[src/rtl/usb_pkg.sv]
// rtl/usb_pkg.sv - shared types and constants for the USB link supervisor
// Purpose: state encoding (also exported on o_state_dbg) and the retry counter width.
// Ports: none (package).
package usb_pkg;

  typedef enum logic [2:0] {
    IDLE       = 3'd0,
    WAKE_LOW   = 3'd1,
    WAIT_READY = 3'd2,
    LINK_UP    = 3'd3,
    RETRY      = 3'd4,
    FAULT      = 3'd5
  } state_t;

  localparam int RETRY_W = 4;

endpackage

[src/rtl/usb_lock_filter.sv]
// rtl/usb_lock_filter.sv - debounces loss of the USB clock lock
// Purpose: o_lock_good drops only once LOCK_FILTER consecutive low samples of
//          i_usb_clk_lock have been seen (the current sample included).
// Ports:
//   i_clk          system clock
//   i_rst          synchronous active-high reset
//   i_usb_clk_lock raw PLL/DCM lock
//   o_lock_good    filtered lock status
module usb_lock_filter #(
  parameter int LOCK_FILTER = 8
) (
  input  logic i_clk,
  input  logic i_rst,
  input  logic i_usb_clk_lock,
  output logic o_lock_good
);

  localparam int CNT_W = (LOCK_FILTER > 1) ? $clog2(LOCK_FILTER) : 1;
  localparam logic [CNT_W-1:0] CNT_LAST = CNT_W'(LOCK_FILTER - 1);

  // Number of earlier consecutive low samples, saturating at LOCK_FILTER-1.
  logic [CNT_W-1:0] r_low_cnt;

  always_ff @(posedge i_clk) begin
    if (i_rst) begin
      r_low_cnt <= '0;
    end else if (i_usb_clk_lock) begin
      r_low_cnt <= '0;
    end else if (r_low_cnt != CNT_LAST) begin
      r_low_cnt <= r_low_cnt + CNT_W'(1);
    end
  end

  // Current low sample plus LOCK_FILTER-1 earlier lows means lock is lost now,
  // so the supervisor reacts on the same edge as the final low sample.
  assign o_lock_good = i_usb_clk_lock || (r_low_cnt != CNT_LAST);

endmodule

[src/rtl/usb_link_supervisor.sv]
// rtl/usb_link_supervisor.sv - USB bring-up handshake initiator with retry and fault latch
// Purpose: drives o_wakeup into the USB init sequencer, declares the link up when
//          n_ready is low with good clock lock, re-wakes on timeout or lock loss,
//          and latches a fault after MAX_RETRIES consecutive failed retries.
// Optional feature: define USB_LINK_SUP_LOCK_FILTER_EN to debounce lock loss over
//          LOCK_FILTER samples; otherwise a single low lock sample is lock loss.
// Ports:
//   i_clk, i_rst       system clock, synchronous active-high reset
//   i_enable           level; 1 = bring up and hold the link
//   i_clear_fault      single-cycle pulse that leaves FAULT
//   i_usb_clk_lock     USB clock lock
//   i_n_ready          init sequencer ready, active low
//   o_wakeup           0 holds the init sequencer in its wake count
//   o_link_up          1 while in LINK_UP
//   o_fault            1 while in FAULT
//   o_retry_count      consecutive failed attempts
//   o_state_dbg        current state encoding
module usb_link_supervisor
  import usb_pkg::*;
#(
  parameter int WAKE_LOW_CYCLES = 16,
  parameter int READY_TIMEOUT   = 2**27,
  parameter int MAX_RETRIES     = 3,
  parameter int LOCK_FILTER     = 8
) (
  input  logic               i_clk,
  input  logic               i_rst,
  input  logic               i_enable,
  input  logic               i_clear_fault,
  input  logic               i_usb_clk_lock,
  input  logic               i_n_ready,
  output logic               o_wakeup,
  output logic               o_link_up,
  output logic               o_fault,
  output logic [RETRY_W-1:0] o_retry_count,
  output logic [2:0]         o_state_dbg
);

  localparam int TIMER_MAX = (WAKE_LOW_CYCLES > READY_TIMEOUT) ? WAKE_LOW_CYCLES : READY_TIMEOUT;
  localparam int TIMER_W   = $clog2(TIMER_MAX);
  localparam logic [TIMER_W-1:0] WAKE_LAST  = TIMER_W'(WAKE_LOW_CYCLES - 1);
  localparam logic [TIMER_W-1:0] READY_LAST = TIMER_W'(READY_TIMEOUT - 1);
  localparam logic [RETRY_W-1:0] RETRY_MAX  = RETRY_W'(MAX_RETRIES);

  logic w_lock_good;

`ifdef USB_LINK_SUP_LOCK_FILTER_EN
  usb_lock_filter #(
    .LOCK_FILTER(LOCK_FILTER)
  ) u_lock_filter (
    .i_clk          (i_clk),
    .i_rst          (i_rst),
    .i_usb_clk_lock (i_usb_clk_lock),
    .o_lock_good    (w_lock_good)
  );
`else
  assign w_lock_good = i_usb_clk_lock;
  // LOCK_FILTER only shapes the filtered build.
  if (LOCK_FILTER < 1) begin : g_lock_filter_unused
  end
`endif

  state_t               r_state;
  logic [TIMER_W-1:0]   r_timer;
  logic [RETRY_W-1:0]   r_retry;

  state_t               w_next_state;
  logic [RETRY_W-1:0]   w_next_retry;

  always_comb begin
    w_next_state = r_state;
    w_next_retry = r_retry;
    if (r_state != FAULT && !i_enable) begin
      w_next_state = IDLE;
      w_next_retry = '0;
    end else begin
      case (r_state)
        IDLE: begin
          w_next_state = WAKE_LOW;
        end
        WAKE_LOW: begin
          if (r_timer == WAKE_LAST) w_next_state = WAIT_READY;
        end
        WAIT_READY: begin
          // A ready indication on the timeout cycle still wins.
          if (!i_n_ready && w_lock_good) begin
            w_next_state = LINK_UP;
            w_next_retry = '0;
          end else if (r_timer == READY_LAST) begin
            w_next_state = RETRY;
          end
        end
        LINK_UP: begin
          if (!w_lock_good || i_n_ready) w_next_state = RETRY;
        end
        RETRY: begin
          if (r_retry == RETRY_MAX) begin
            w_next_state = FAULT;
          end else begin
            w_next_state = WAKE_LOW;
            w_next_retry = r_retry + RETRY_W'(1);
          end
        end
        FAULT: begin
          if (i_clear_fault) begin
            w_next_state = IDLE;
            w_next_retry = '0;
          end
        end
        default: begin
          w_next_state = IDLE;
          w_next_retry = '0;
        end
      endcase
    end
  end

  // Outputs are registered from the next state so they line up with r_state.
  always_ff @(posedge i_clk) begin
    if (i_rst) begin
      r_state     <= IDLE;
      r_timer     <= '0;
      r_retry     <= '0;
      o_wakeup    <= 1'b0;
      o_link_up   <= 1'b0;
      o_fault     <= 1'b0;
      o_state_dbg <= IDLE;
    end else begin
      r_state <= w_next_state;
      r_retry <= w_next_retry;
      // Timer restarts on every state entry and only runs in the timed states,
      // where the exit condition is reached before it could wrap.
      if (w_next_state != r_state || !(r_state == WAKE_LOW || r_state == WAIT_READY)) begin
        r_timer <= '0;
      end else begin
        r_timer <= r_timer + TIMER_W'(1);
      end
      o_wakeup    <= (w_next_state == WAIT_READY) || (w_next_state == LINK_UP);
      o_link_up   <= (w_next_state == LINK_UP);
      o_fault     <= (w_next_state == FAULT);
      o_state_dbg <= w_next_state;
    end
  end

  assign o_retry_count = r_retry;

endmodule
[config.mk]
export PLATFORM = sky130hd
export DESIGN_NAME = usb_link_supervisor
export DESIGN_NICKNAME = d
export VERILOG_FILES = /design/src/rtl/usb_pkg.sv /design/src/rtl/usb_lock_filter.sv /design/src/rtl/usb_link_supervisor.sv
export SDC_FILE = /design/constraint.sdc
export NUM_CORES = 1
export LEC_CHECK = 0
export ABC_CLOCK_PERIOD_IN_PS = 3070
export CORE_ASPECT_RATIO = 0.7
export CORE_MARGIN = 2
export CORE_UTILIZATION = 60
export CTS_CLUSTER_SIZE = 25
export DETAILED_ROUTE_END_ITERATION = 8
export PLACE_DENSITY = 0.92
export SYNTH_ARGS = -nofsm -noshare
export SYNTH_HDL_FRONTEND = slang
export SYNTH_HIERARCHICAL = 1
export SYNTH_SLANG_ARGS = --single-unit
[constraint.sdc]
create_clock -name i_clk -period 3.07 [get_ports i_clk]
set_input_delay 0.4605 -clock i_clk [delete_from_list [all_inputs] [get_ports i_clk]]
set_output_delay 0.4605 -clock i_clk [all_outputs]
set_load 0.01 [all_outputs]
Yosys cells after proc, flatten, opt, wreduce, memory -nomap -nowiden
Index checks and enable logic that the tools add are counted.
{ "op_classes": {"addsub": 2, "n_mul": 0, "n_div": 0, "order_cmp": 0, "eq_ne": 16, "n_shift": 0, "n_mux": 12, "bitwise": 1, "n_reduce_logical": 15} }
{ "op_table": {"columns": ["op", "n"], "rows": [
  ["adder 27 x 1 -> 27 bit, second input constant", 1],
  ["== test 27 bit, second input constant", 1],
  ["== test 27 x 4 -> 1 bit, second input constant", 1],
  ["two-way mux 3 bit", 7],
  ["one-hot mux 3 bit (6 select lines)", 1],
  ["one-hot mux 4 bit (4 select lines)", 1],
  ["== test 3 x 2 -> 1 bit, second input constant", 4],
  ["two-way mux 4 bit", 3],
  ["== test 3 bit, second input constant", 3],
  ["inequality test 2 bit, second input constant", 3],
  ["adder 4 x 1 -> 4 bit, second input constant", 1],
  ["== test 4 x 2 -> 1 bit, second input constant", 1],
  ["zero test 1 bit", 4],
  ["logical OR 1 bit", 4],
  ["AND reduction 4 bit", 1],
  ["OR reduction 2 bit", 2],
  ["== test 3 x 1 -> 1 bit, second input constant", 1],
  ["zero test 3 bit", 1],
  ["inequality test 3 bit", 1],
  ["inequality test 3 bit, second input constant", 1],
  ["OR reduction 3 bit", 1],
  ["logical AND 1 bit", 2],
  ["inverter 1 bit", 1]
]} }
{ "totals": {"register_bits": 37, "latch_bits": 0, "ram_bits": 0, "rom_bits": 0, "out_inout_bits": 10, "wordCells": 52, "n_memories": 0} }

Depth between registers and ports, before layout
Gate-level depths: netlist (run 1).
{ "depth": {"word_depth": 8, "ltp_mapped": 7, "depth_no_buf": 6} }

Worst setup path before layout (run 1)
No wires, ideal clock.
{ "synth_timing": {"kind": "register to register", "start": "reg r_timer[0]", "end": "reg o_fault", "setup_time_ns": 0.103, "t_arrival_ns": 1.858, "slack_ns": 1.109, "path_stages_with_launch": 7, "n_path_buf": 0, "synth_period_minus_slack_ns": 1.961, "cell_sequence": "dfxtp_1 > ha_1 > nand3_2 > nor3_1 > nand3_1 > or4_4 > a2111oi_2"} }
{ "synth_via": {"elab_chain_len": 6} }
{ "synth_lines": {"columns": ["item", "line_no", "source"], "rows": [
  ["from (decl)", "usb_link_supervisor.sv:64", "logic [TIMER_W-1:0] r_timer;"],
  ["from (signal assigned)", "usb_link_supervisor.sv:136", "r_timer <= r_timer + TIMER_W'(1);"],
  ["== test 27 bit", "usb_link_supervisor.sv:89", "end else if (r_timer == READY_LAST) begin"],
  ["two-way mux 3 bit", "usb_link_supervisor.sv:89", null],
  ["two-way mux 3 bit", "usb_link_supervisor.sv:86", "if (!i_n_ready && w_lock_good) begin"],
  ["one-hot mux 3 bit (6 select lines) (*)", "usb_link_supervisor.sv:77", "case (r_state)"],
  ["two-way mux 3 bit (*)", "usb_link_supervisor.sv:73", "if (r_state != FAULT && !i_enable) begin"],
  ["== test 3 bit (*)", "usb_link_supervisor.sv:140", "o_fault <= (w_next_state == FAULT);"],
  ["to (signal assigned)", "usb_link_supervisor.sv:140", null],
  ["to (decl)", "usb_link_supervisor.sv:34", "output logic o_fault,"]
]} }
Mark *: on every way between the ends. The rest lies on a longest branch, timed or not.
A chain may end at the register's enable or synchronous reset.

Worst setup path in the final report (run 1)
Ends and elaborated chain as after synthesis.

==> flow_metrics.env, run 1 <==
export IMPL_wire_per_inst_um=14.6
export IMPL_grt_util_all_layers_pct=25.4
export IMPL_cts_resized=0
export IMPL_gp_congestion=0.847
export IMPL_yosysUniqueCellTypes=40
export IMPL_synth_top_area_share_pct=40.1
export IMPL_critPathArrivalTime_ns=2.42
export IMPL_setup_violations=0
export IMPL_dr_pass1_iters=5
export IMPL_dp_final_hpwl_mm=2.81
export IMPL_cp_startpoint="r_timer[0]"
export IMPL_htree_levels=2
export IMPL_async_flop_share_pct=0
export IMPL_vias=1614
export IMPL_end_kind="register"
export IMPL_drt_vias_per_instance=5.96
export IMPL_synth_simple_gate_area_share_pct=33.4
export IMPL_insertion_delay_ns=0.29
export IMPL_syn_nets=225
export IMPL_p_leak_nw=0.701
export IMPL_grt_pass1_vias=1480
export IMPL_postCtsHoldBufs=0
export IMPL_synth_compound_area_share_pct=9.14
export IMPL_ctsRootBufferMaster="clkbuf_8"
export IMPL_power_mw=0.852
export IMPL_first_iter_violations=99
export IMPL_r2r_start="r_timer[0]"
export IMPL_postCtsSetupBuffers=0
export IMPL_muxShareOfSynthArea_pct=0
export IMPL_fin_setup_tns_ns=0
export IMPL_maxCapViolCount=0
export IMPL_drt_wl_total_mm=3.95
export IMPL_finalNetCount=243
export IMPL_cts_buffers=5
export IMPL_ir_drop_mv=0.293
export IMPL_synth_avg_cell_area_um2=8.52
export IMPL_die_y_um=50.4
export IMPL_yosys_register_bits=37
export IMPL_antenna_found_initial=0
export IMPL_post_route_period_util_pct=72.6
export IMPL_period_needed_ns=2.23
export IMPL_clockBufferDepth=2
export IMPL_r2r_setup_slack_ns=0.84
export IMPL_floorplan_die_area_um2=3550
export IMPL_row_count=16
export IMPL_path_cells="ha_1, nand3_2, nor3_1, nand3_1, or4_4, a2111oi_2"
export IMPL_worstSetupPathType="reg2reg"
export IMPL_powerDensity_nw_per_um2=402
export IMPL_min_from="r_timer[0]"
export IMPL_final_layout_size_suffix_gt1_share_pct=7.23
export IMPL_status="completed"
export IMPL_slew_headroom_pct=40.0
export IMPL_yosys_area_top_type="dfxtp_1"
export IMPL_diodes=0
export IMPL_path_delay_family="simple AND/OR/NAND/NOR gates"
export IMPL_synth_most_common_cell="dfxtp_1"
export IMPL_grt_first_pass_wirelength_mm=6.96
export IMPL_ys_warnings_count=6
export IMPL_syn_inst=217
export IMPL_syn_cell_area_um2=1850
export IMPL_ys_top_cells_by_count="37 x dfxtp_1, 26 x nor2_1, 20 x nor3_1"
export IMPL_synth_xor_area_share_pct=12.8
export IMPL_grt_max_degree=28
export IMPL_worstMarginPinSlew_ns=0.894
export IMPL_synth_ff_type="dfxtp_1"
export IMPL_io_pins=16
export IMPL_start_util_pct=64.6
export IMPL_drc_errors=0
export IMPL_dieWidth_um=70.3
export IMPL_skew_ns=0.00459
export IMPL_maxSlewViolCount=0
export IMPL_reg2reg_depth=6
export IMPL_ys_seq_area_share_pct=40.1
export IMPL_cts_sinks=37
export IMPL_numPortBuffers=15
export IMPL_hold_viol=0
export IMPL_endpoint="o_fault"
export IMPL_cp_slowest_cell="or4_4"
export IMPL_path_clk_slew_ns=0.07
export IMPL_cp_max_fo=4
export IMPL_cp_required_ns=3.26
export IMPL_synth_edf_count=0
export IMPL_max_stage_delay_ns=0.45
export IMPL_placed_cells=264
export IMPL_cp_depth=6
export IMPL_rsz0062_at_grt="no"
export IMPL_core_area_um2=2860
export IMPL_fmax_mhz=448
export IMPL_synthAdderAreaFrac_pct=1.35
export IMPL_fin_cells=271
export IMPL_grt_ovfl_total=0
export IMPL_startpoint_type="register"
export IMPL_min_path_type="reg2reg"
export IMPL_syn_to_final_growth_pct=14.6
export IMPL_timing_rr_end="o_fault"
export IMPL_synth_top_family_by_area="simple AND/OR/NAND/NOR gates"
export IMPL_synth_area_leaders="dfxtp_1 40%, xor2_1 6.6%, xnor2_1 6.2%"
export IMPL_worst_path_buf_inv=0
export IMPL_cts_tree="yes"
export IMPL_ant_nets=0
## kinds of logic after synthesis
group	after synthesis
xor+xnor	27
compound gates	25
buf+inv	14
simple gates	112
flops	37
fa+ha+maj	2
## cell type report
| class | count | area (um^2) |
|---|---|---|
| multi-input combinational | 166 | 1050 |
| fill | 219 | 744 |
| sequential | 37 | 741 |
| timing repair buffer | 18 | 173 |
| clock buffer | 7 | 86.3 |
| tap | 36 | 45.0 |
| inverter | 7 | 26.3 |
## how the worst min path moves through the flow
| stage | end | slack, ns | cells past startpoint |
|---|---|---|---|
| floorplan | r_timer[0] | 0.46 | 1 |
| global placement | r_timer[0] | 0.48 | 1 |
| detailed placement | r_timer[0] | 0.48 | 1 |
| CTS | r_timer[0] | 0.50 | 1 |
| global route | r_timer[0] | 0.54 | 1 |
| finish | r_timer[0] | 0.50 | 1 |
## placed cells by master, fill, tap and decap left out, drive strengths merged, types with 2 or more instances in the layout
| master | instances |
|---|---|
| nor2 | 26 |
| nand4 | 9 |
| or3 | 5 |
| nor4 | 6 |
| nor3b | 4 |
| and3 | 4 |
| o21ai | 6 |
| clkbuf | 7 |
| clkdlybuf4s50 | 15 |
| a31oi | 2 |
| nand3 | 14 |
| ha | 2 |
| inv | 7 |
| xor2 | 14 |
| and2 | 2 |
| buf | 3 |
| dfxtp | 37 |
| nand2 | 13 |
| nor3 | 21 |
| a21oi | 7 |
| xnor2 | 13 |
| nand2b | 3 |
| o211ai | 2 |
## flip-flops by register name (all words and copies together) (netlist names)
name           count
o_link_up          1
o_wakeup           1
r_state            3
r_timer           27
o_fault            1
o_retry_count      4
## where the power goes
part | switching, mW | total, mW | internal (mW) | leakage [nW]
clock | 0.162 | 0.340 | 0.178 | 0.0443
combinational | 0.0161 | 0.0287 | 0.0127 | 0.359
sequential | 0.00272 | 0.484 | 0.481 | 0.298
total | 0.181 | 0.852 | 0.672 | 0.701
## worst register-to-register path: cells and delay by family, from the launching register on
family                     cells  cell delay (ns)
and+or+nand+nor                4             1.18
adders and majority gates      1             0.24
AOI/OAI and AO/OA              1             0.34
DFF                            1             0.38
## through the flow
step	area (um^2)	hold WS, ns	utilization [%]	worst slack (ns)
after global placement	2030	0.475	71.0	0.815
after global routing	2120	0.542	74.0	0.656
after CTS	2120	0.495	74.0	0.842
after detailed placement	2030	0.479	71.0	0.778
after floorplan	1850	0.456	-	1.11
final	2120	0.503	74.0	0.840
## layer usage
metal	part of all wire [%]	up-vias	wire (um)	global-route usage [%]
met5	0	-	0	0
met2	40	48	1560	33.8
li1	-	806	-	-
met4	1.5	0	60	12.2
met1	53	752	2080	37.3
met3	6.3	8	248	7.23
No activity file was read; power rests on OpenSTA's default activity.
==> inputs of run 2 (changes only) <==
--- a/config.mk
+++ b/config.mk
@@ -5,13 +5,13 @@
 export SDC_FILE = /design/constraint.sdc
 export NUM_CORES = 1
 export LEC_CHECK = 0
-export ABC_CLOCK_PERIOD_IN_PS = 3070
+export ABC_CLOCK_PERIOD_IN_PS = 2000
 export CORE_ASPECT_RATIO = 0.7
 export CORE_MARGIN = 2
-export CORE_UTILIZATION = 60
+export CORE_UTILIZATION = 51
 export CTS_CLUSTER_SIZE = 25
 export DETAILED_ROUTE_END_ITERATION = 8
-export PLACE_DENSITY = 0.92
+export PLACE_DENSITY = 0.85
 export SYNTH_ARGS = -nofsm -noshare
 export SYNTH_HDL_FRONTEND = slang
 export SYNTH_HIERARCHICAL = 1
==> constraint.sdc (replaced) <==
create_clock -name i_clk -period 2 [get_ports i_clk]
set_input_delay 0.3 -clock i_clk [delete_from_list [all_inputs] [get_ports i_clk]]
set_output_delay 0.3 -clock i_clk [all_outputs]
set_load 0.01 [all_outputs]
==> run 2 against run 1 <==
Wire length is 14% higher. Hold slack better by 0.0068 ns. Critical path depth stayed put. Core utilization is 6.9 points lower. Highest routed layer unchanged. Via count is 8.7% higher. Sequential cell count stayed put. Die area is 16% higher. Setup slack worse by 0.76 ns. Clock-buffer cell count is 2 lower. Cell area is 11% higher. Clock power is 51% higher.
==> flow_metrics.env, run 2 (synthesized netlist as in run 1, its figures left out) <==
export IMPL_status="completed"
export IMPL_fin_setup_tns_ns=0
export IMPL_grt_util_all_layers_pct=22.3
export IMPL_floorplan_die_area_um2=4130
export IMPL_fill_cells=289
export IMPL_grt_ovfl_total=0
export IMPL_path_clk_slew_ns=0.07
export IMPL_final_cell_area_um2=2340
export IMPL_slew_headroom_pct=67.8
export IMPL_htree_levels=2
export IMPL_startpoint_type="register"
export IMPL_hold_viol=0
export IMPL_insertion_delay_ns=0.30
export IMPL_r2r_setup_slack_ns=0.08
export IMPL_postCtsSetupBuffers=0
export IMPL_fin_cells=306
export IMPL_dr_pass1_iters=5
export IMPL_critPathArrivalTime_ns=2.12
export IMPL_ir_drop_mv=0.496
export IMPL_vias=1755
export IMPL_ant_nets=0
export IMPL_maxCapViolCount=0
export IMPL_grt_pass1_vias=1458
export IMPL_cts_buffers=5
export IMPL_grt_max_degree=22
export IMPL_top_register="r_timer"
export IMPL_multi_input_area_um2=1090
export IMPL_numPortBuffers=15
export IMPL_skew_ns=0.00318
export IMPL_end_kind="register"
export IMPL_drt_vias_per_instance=5.74
export IMPL_postCtsHoldBufs=0
export IMPL_finalNetCount=263
export IMPL_setup_violations=0
export IMPL_placed_cells=298
export IMPL_largest_register_ffs=27
export IMPL_clockBufferDepth=2
export IMPL_row_count=18
export IMPL_powerDensity_nw_per_um2=561
export IMPL_antenna_found_initial=0
export IMPL_cp_max_fo=3
export IMPL_dieWidth_um=76.0
export IMPL_fmax_mhz=521
export IMPL_cts_sinks=37
export IMPL_worstMarginPinSlew_ns=0.478
export IMPL_dpl_instance_area_um2=2210
export IMPL_core_area_um2=3490
export IMPL_cts_tree="yes"
export IMPL_dp_final_hpwl_mm=3.21
export IMPL_final_common_cell="dfxtp_1"
export IMPL_start_util_pct=52.9
export IMPL_diodes=0
export IMPL_final_cell_mix="35 x dfxtp_1, 26 x nor2_1, 22 x buf_4"
export IMPL_final_layout_size_suffix_gt1_share_pct=17.6
export IMPL_io_pins=16
export IMPL_cp_required_ns=2.20
export IMPL_regArea_um2=743
export IMPL_gp_congestion=0.869
export IMPL_post_route_period_util_pct=95.9
export IMPL_ctsRootBufferMaster="clkbuf_8"
export IMPL_min_path_type="reg2reg"
export IMPL_worstSetupPathType="reg2reg"
export IMPL_first_iter_violations=103
export IMPL_whs_ns=0.510
export IMPL_p_leak_nw=0.830
export IMPL_syn_to_final_growth_pct=26.7
export IMPL_grt_first_pass_wirelength_mm=6.86
export IMPL_maxSlewViolCount=0
export IMPL_die_y_um=54.4
export IMPL_drc_errors=0
export IMPL_period_needed_ns=1.92
export IMPL_wire_per_inst_um=14.8
export IMPL_drt_wl_total_mm=4.52
run 2: changes by cell type in the layout (fill, tap and decap cells not counted), sizes merged:
cell	previous run	this run
buf	3	23
clkbuf	7	5
clkinv	0	2
clkinvlp	0	1
run 2: final timing paths:
path	end	depth (start not counted)	start
worst max register to register	o_fault	6	r_timer[0]
worst min-delay path	o_retry_count[1]	2	o_retry_count[1]
worst max-delay path	o_fault	6	r_timer[0]
worst min register to register	o_retry_count[1]	2	o_retry_count[1]
run 2: what timing repair did:
item | 4_1_cts | 5_1_grt
pin swaps | 0 | 3
gates resized for setup | 1 | 7
setup endpoints to repair | 1 | 23
run 2: worst max-delay path: stages (launching register included):
cell,delay (ns)
dfxtp_1,0.34
ha_2,0.21
nand3_2,0.10
nor3_2,0.24
nand3_1,0.12
or4_4,0.46
a2111oi_4,0.34
run 2: layout make-up:
| cell class | count | share of cell area [%] |
|---|---|---|
| clock buffer | 5 | 2.94 |
| clock inverter | 3 | 0.748 |
| inverter | 7 | 1.12 |
| multi-input combinational | 166 | 46.5 |
| sequential | 37 | 31.7 |
| tap | 50 | 2.67 |
| timing repair buffer | 38 | 14.3 |
run 2: stage by stage:
| stage | worst slack, ns | util (%) | total power [mW] |
|---|---|---|---|
| floorplan | 0.0386 | - | 0.781 |
| global placement | 0.00574 | 63.4 | 0.812 |
| detailed placement | -0.0338 | 63.4 | 0.813 |
| CTS | 0.0526 | 66.0 | 1.32 |
| global route | -0.0439 | 67.1 | 1.36 |
| finish | 0.0811 | 67.1 | 1.31 |
run 2: metal layers:
layer  GRT usage [%]  vias to the layer above  routed length [um]
li1                -                      843                   -
met1            30.4                      825                2110
met2            32.7                       73                1930
met3            5.45                       14                 365
met4            13.0                        0                 105
met5               0                        -                   0
run 2: where the power goes:
group,switching [mW],leakage (nW),internal (mW)
logic,0.0316,0.487,0.0288
clock network,0.274,0.0439,0.240
registers,0.00123,0.299,0.738
total,0.307,0.830,1.01
==> inputs of run 3 (changes only) <==
--- a/config.mk
+++ b/config.mk
@@ -5,13 +5,13 @@
 export SDC_FILE = /design/constraint.sdc
 export NUM_CORES = 1
 export LEC_CHECK = 0
-export ABC_CLOCK_PERIOD_IN_PS = 2000
+export ABC_CLOCK_PERIOD_IN_PS = 2100
 export CORE_ASPECT_RATIO = 0.7
 export CORE_MARGIN = 2
-export CORE_UTILIZATION = 51
+export CORE_UTILIZATION = 56
 export CTS_CLUSTER_SIZE = 25
 export DETAILED_ROUTE_END_ITERATION = 8
-export PLACE_DENSITY = 0.85
+export PLACE_DENSITY = 0.88
 export SYNTH_ARGS = -nofsm -noshare
 export SYNTH_HDL_FRONTEND = slang
 export SYNTH_HIERARCHICAL = 1
==> constraint.sdc (replaced) <==
create_clock -name i_clk -period 2.1 [get_ports i_clk]
set_input_delay 0.315 -clock i_clk [delete_from_list [all_inputs] [get_ports i_clk]]
set_output_delay 0.315 -clock i_clk [all_outputs]
set_load 0.01 [all_outputs]
==> run 3 against run 2 <==
Clock-buffer cell count up 2. Non-clock buffer count fell by 7. Global-route usage rose by 2.7 points. Sequential cell count stayed put. Sequential power decreased by 4.7%. Wire length decreased by 7.1%. Via count down 6.0%. Clock power rose by 22%. Maximum frequency is 3.3% lower. Largest power group unchanged. Critical path type unchanged. First-iteration DRC count is 89% higher. Final cell count shrank 6.2%.
==> flow_metrics.env, run 3 (synthesized netlist as in run 1, its figures left out) <==
export IMPL_p_leak_nw=0.791
export IMPL_whs_ns=0.485
export IMPL_dr_pass1_iters=4
export IMPL_grt_util_all_layers_pct=25.0
export IMPL_min_path_type="reg2reg"
export IMPL_drt_vias_per_instance=5.75
export IMPL_cts_tree="yes"
export IMPL_start_util_pct=58.7
export IMPL_postCtsHoldBufs=0
export IMPL_power_mw=1.38
export IMPL_wire_per_inst_um=14.6
export IMPL_insertion_delay_ns=0.29
export IMPL_status="completed"
export IMPL_min_from="r_timer[0]"
export IMPL_fmax_mhz=504
export IMPL_final_cell_mix="37 x dfxtp_1, 26 x nor2_1, 19 x nor3_1"
export IMPL_max_stage_delay_ns=0.50
export IMPL_drt_wl_total_mm=4.20
export IMPL_worstMarginPinSlew_ns=0.488
export IMPL_cts_buffers=5
export IMPL_grt_max_degree=28
export IMPL_dp_slack_ns=0.0127
export IMPL_path_clk_slew_ns=0.07
export IMPL_period_needed_ns=1.99
export IMPL_rsz0062_at_grt="no"
export IMPL_post_route_period_util_pct=94.5
export IMPL_diodes=0
export IMPL_first_iter_violations=195
export IMPL_final_core_util_pct=72.0
export IMPL_numPortBuffers=15
export IMPL_fin_setup_tns_ns=0
export IMPL_die_y_um=52.1
export IMPL_syn_to_final_growth_pct=22.6
export IMPL_io_pins=16
export IMPL_skew_ns=0.00539
export IMPL_drc_errors=0
export IMPL_clockBufferDepth=2
export IMPL_maxSlewViolCount=0
export IMPL_grt_first_pass_wirelength_mm=7.14
export IMPL_htree_levels=2
export IMPL_ir_drop_mv=0.385
export IMPL_dp_final_hpwl_mm=3.08
export IMPL_end_kind="register"
export IMPL_final_layout_size_suffix_gt1_share_pct=12.9
export IMPL_gp_congestion=0.894
export IMPL_vias=1649
export IMPL_critPathArrivalTime_ns=2.17
export IMPL_fin_ws_ns=0.115
export IMPL_antenna_found_initial=0
export IMPL_floorplan_die_area_um2=3780
export IMPL_top_register="r_timer"
export IMPL_grt_pass1_vias=1535
export IMPL_worstSetupPathType="reg2reg"
export IMPL_maxCapViolCount=0
export IMPL_largest_register_ffs=27
export IMPL_row_count=17
export IMPL_cp_startpoint="r_timer[13]"
export IMPL_r2r_start="r_timer[13]"
export IMPL_cp_required_ns=2.29
export IMPL_core_area_um2=3150
export IMPL_finalNetCount=256
export IMPL_ctsRootBufferMaster="clkbuf_8"
export IMPL_cp_max_fo=4
export IMPL_powerDensity_nw_per_um2=611
export IMPL_grt_ovfl_total=0
export IMPL_startpoint_type="register"
export IMPL_hold_viol=0
export IMPL_path_cells="and4_4, nor4b_2, nand2_1, or4_4, a2111oi_2"
export IMPL_ant_nets=0
export IMPL_slew_headroom_pct=67.1
export IMPL_cp_slowest_cell="or4_4"
export IMPL_dieWidth_um=72.7
export IMPL_setup_violations=0
export IMPL_cts_sinks=37
export IMPL_final_common_cell="dfxtp_1"
run 3: cell count changes in the layout (fill, tap and decap cells not counted), sizes merged:
cell	previous run	this run
clkinvlp	1	0
clkinv	2	0
buf	23	16
clkbuf	5	7
bufinv	0	1
run 3: routing by layer:
layer,GRT usage [%],vias up,part of all wire (%)
li1,-,830,-
met3,5.23,7,6.6
met4,8.33,0,1.1
met5,0,-,0
met1,37.3,760,49
met2,35.5,52,44
run 3: through the flow:
stage / cells / instance area (um^2)
2_1_floorplan: 217 / 1850
3_3_place_gp: 279 / 2140
3_5_place_dp: 279 / 2140
4_1_cts: 287 / 2260
5_1_grt: 287 / 2270
6_report: 287 / 2270
run 3: layout make-up:
type                            instances  area [um^2]
Timing Repair Buffer                   31          283
Sequential cell                        37          741
Multi-Input combinational cell        166         1050
Clock inverter                          1         30.0
Inverter                                7         26.3
Tap cell                               38         47.5
Clock buffer                            7         86.3
Fill cell                             236          882
run 3: critical path: cells and delay by family (launching register included):
| family | cells | cell delay [ns] |
|---|---|---|
| compound gates | 1 | 0.37 |
| flops | 1 | 0.37 |
| simple gates | 4 | 1.14 |
run 3: power breakdown:
part	switching, mW	internal [mW]
clock network	0.242	0.387
logic	0.0281	0.0236
registers	0.00105	0.703
run 3: path summary, 6_finish.rpt:
| check | end | cells past startpoint | slack (ns) |
|---|---|---|---|
| max reg2reg | o_fault | 5 | 0.11 |
| max | o_fault | 5 | 0.11 |
| min | r_timer[0] | 1 | 0.49 |
| min reg2reg | r_timer[0] | 1 | 0.49 |
run 3: what timing repair did:
item / 4_1_cts / 5_1_grt
endpoints found under the setup margin: 0 / 1
gates resized for setup: 0 / 1
buffers inserted: 0 / 0
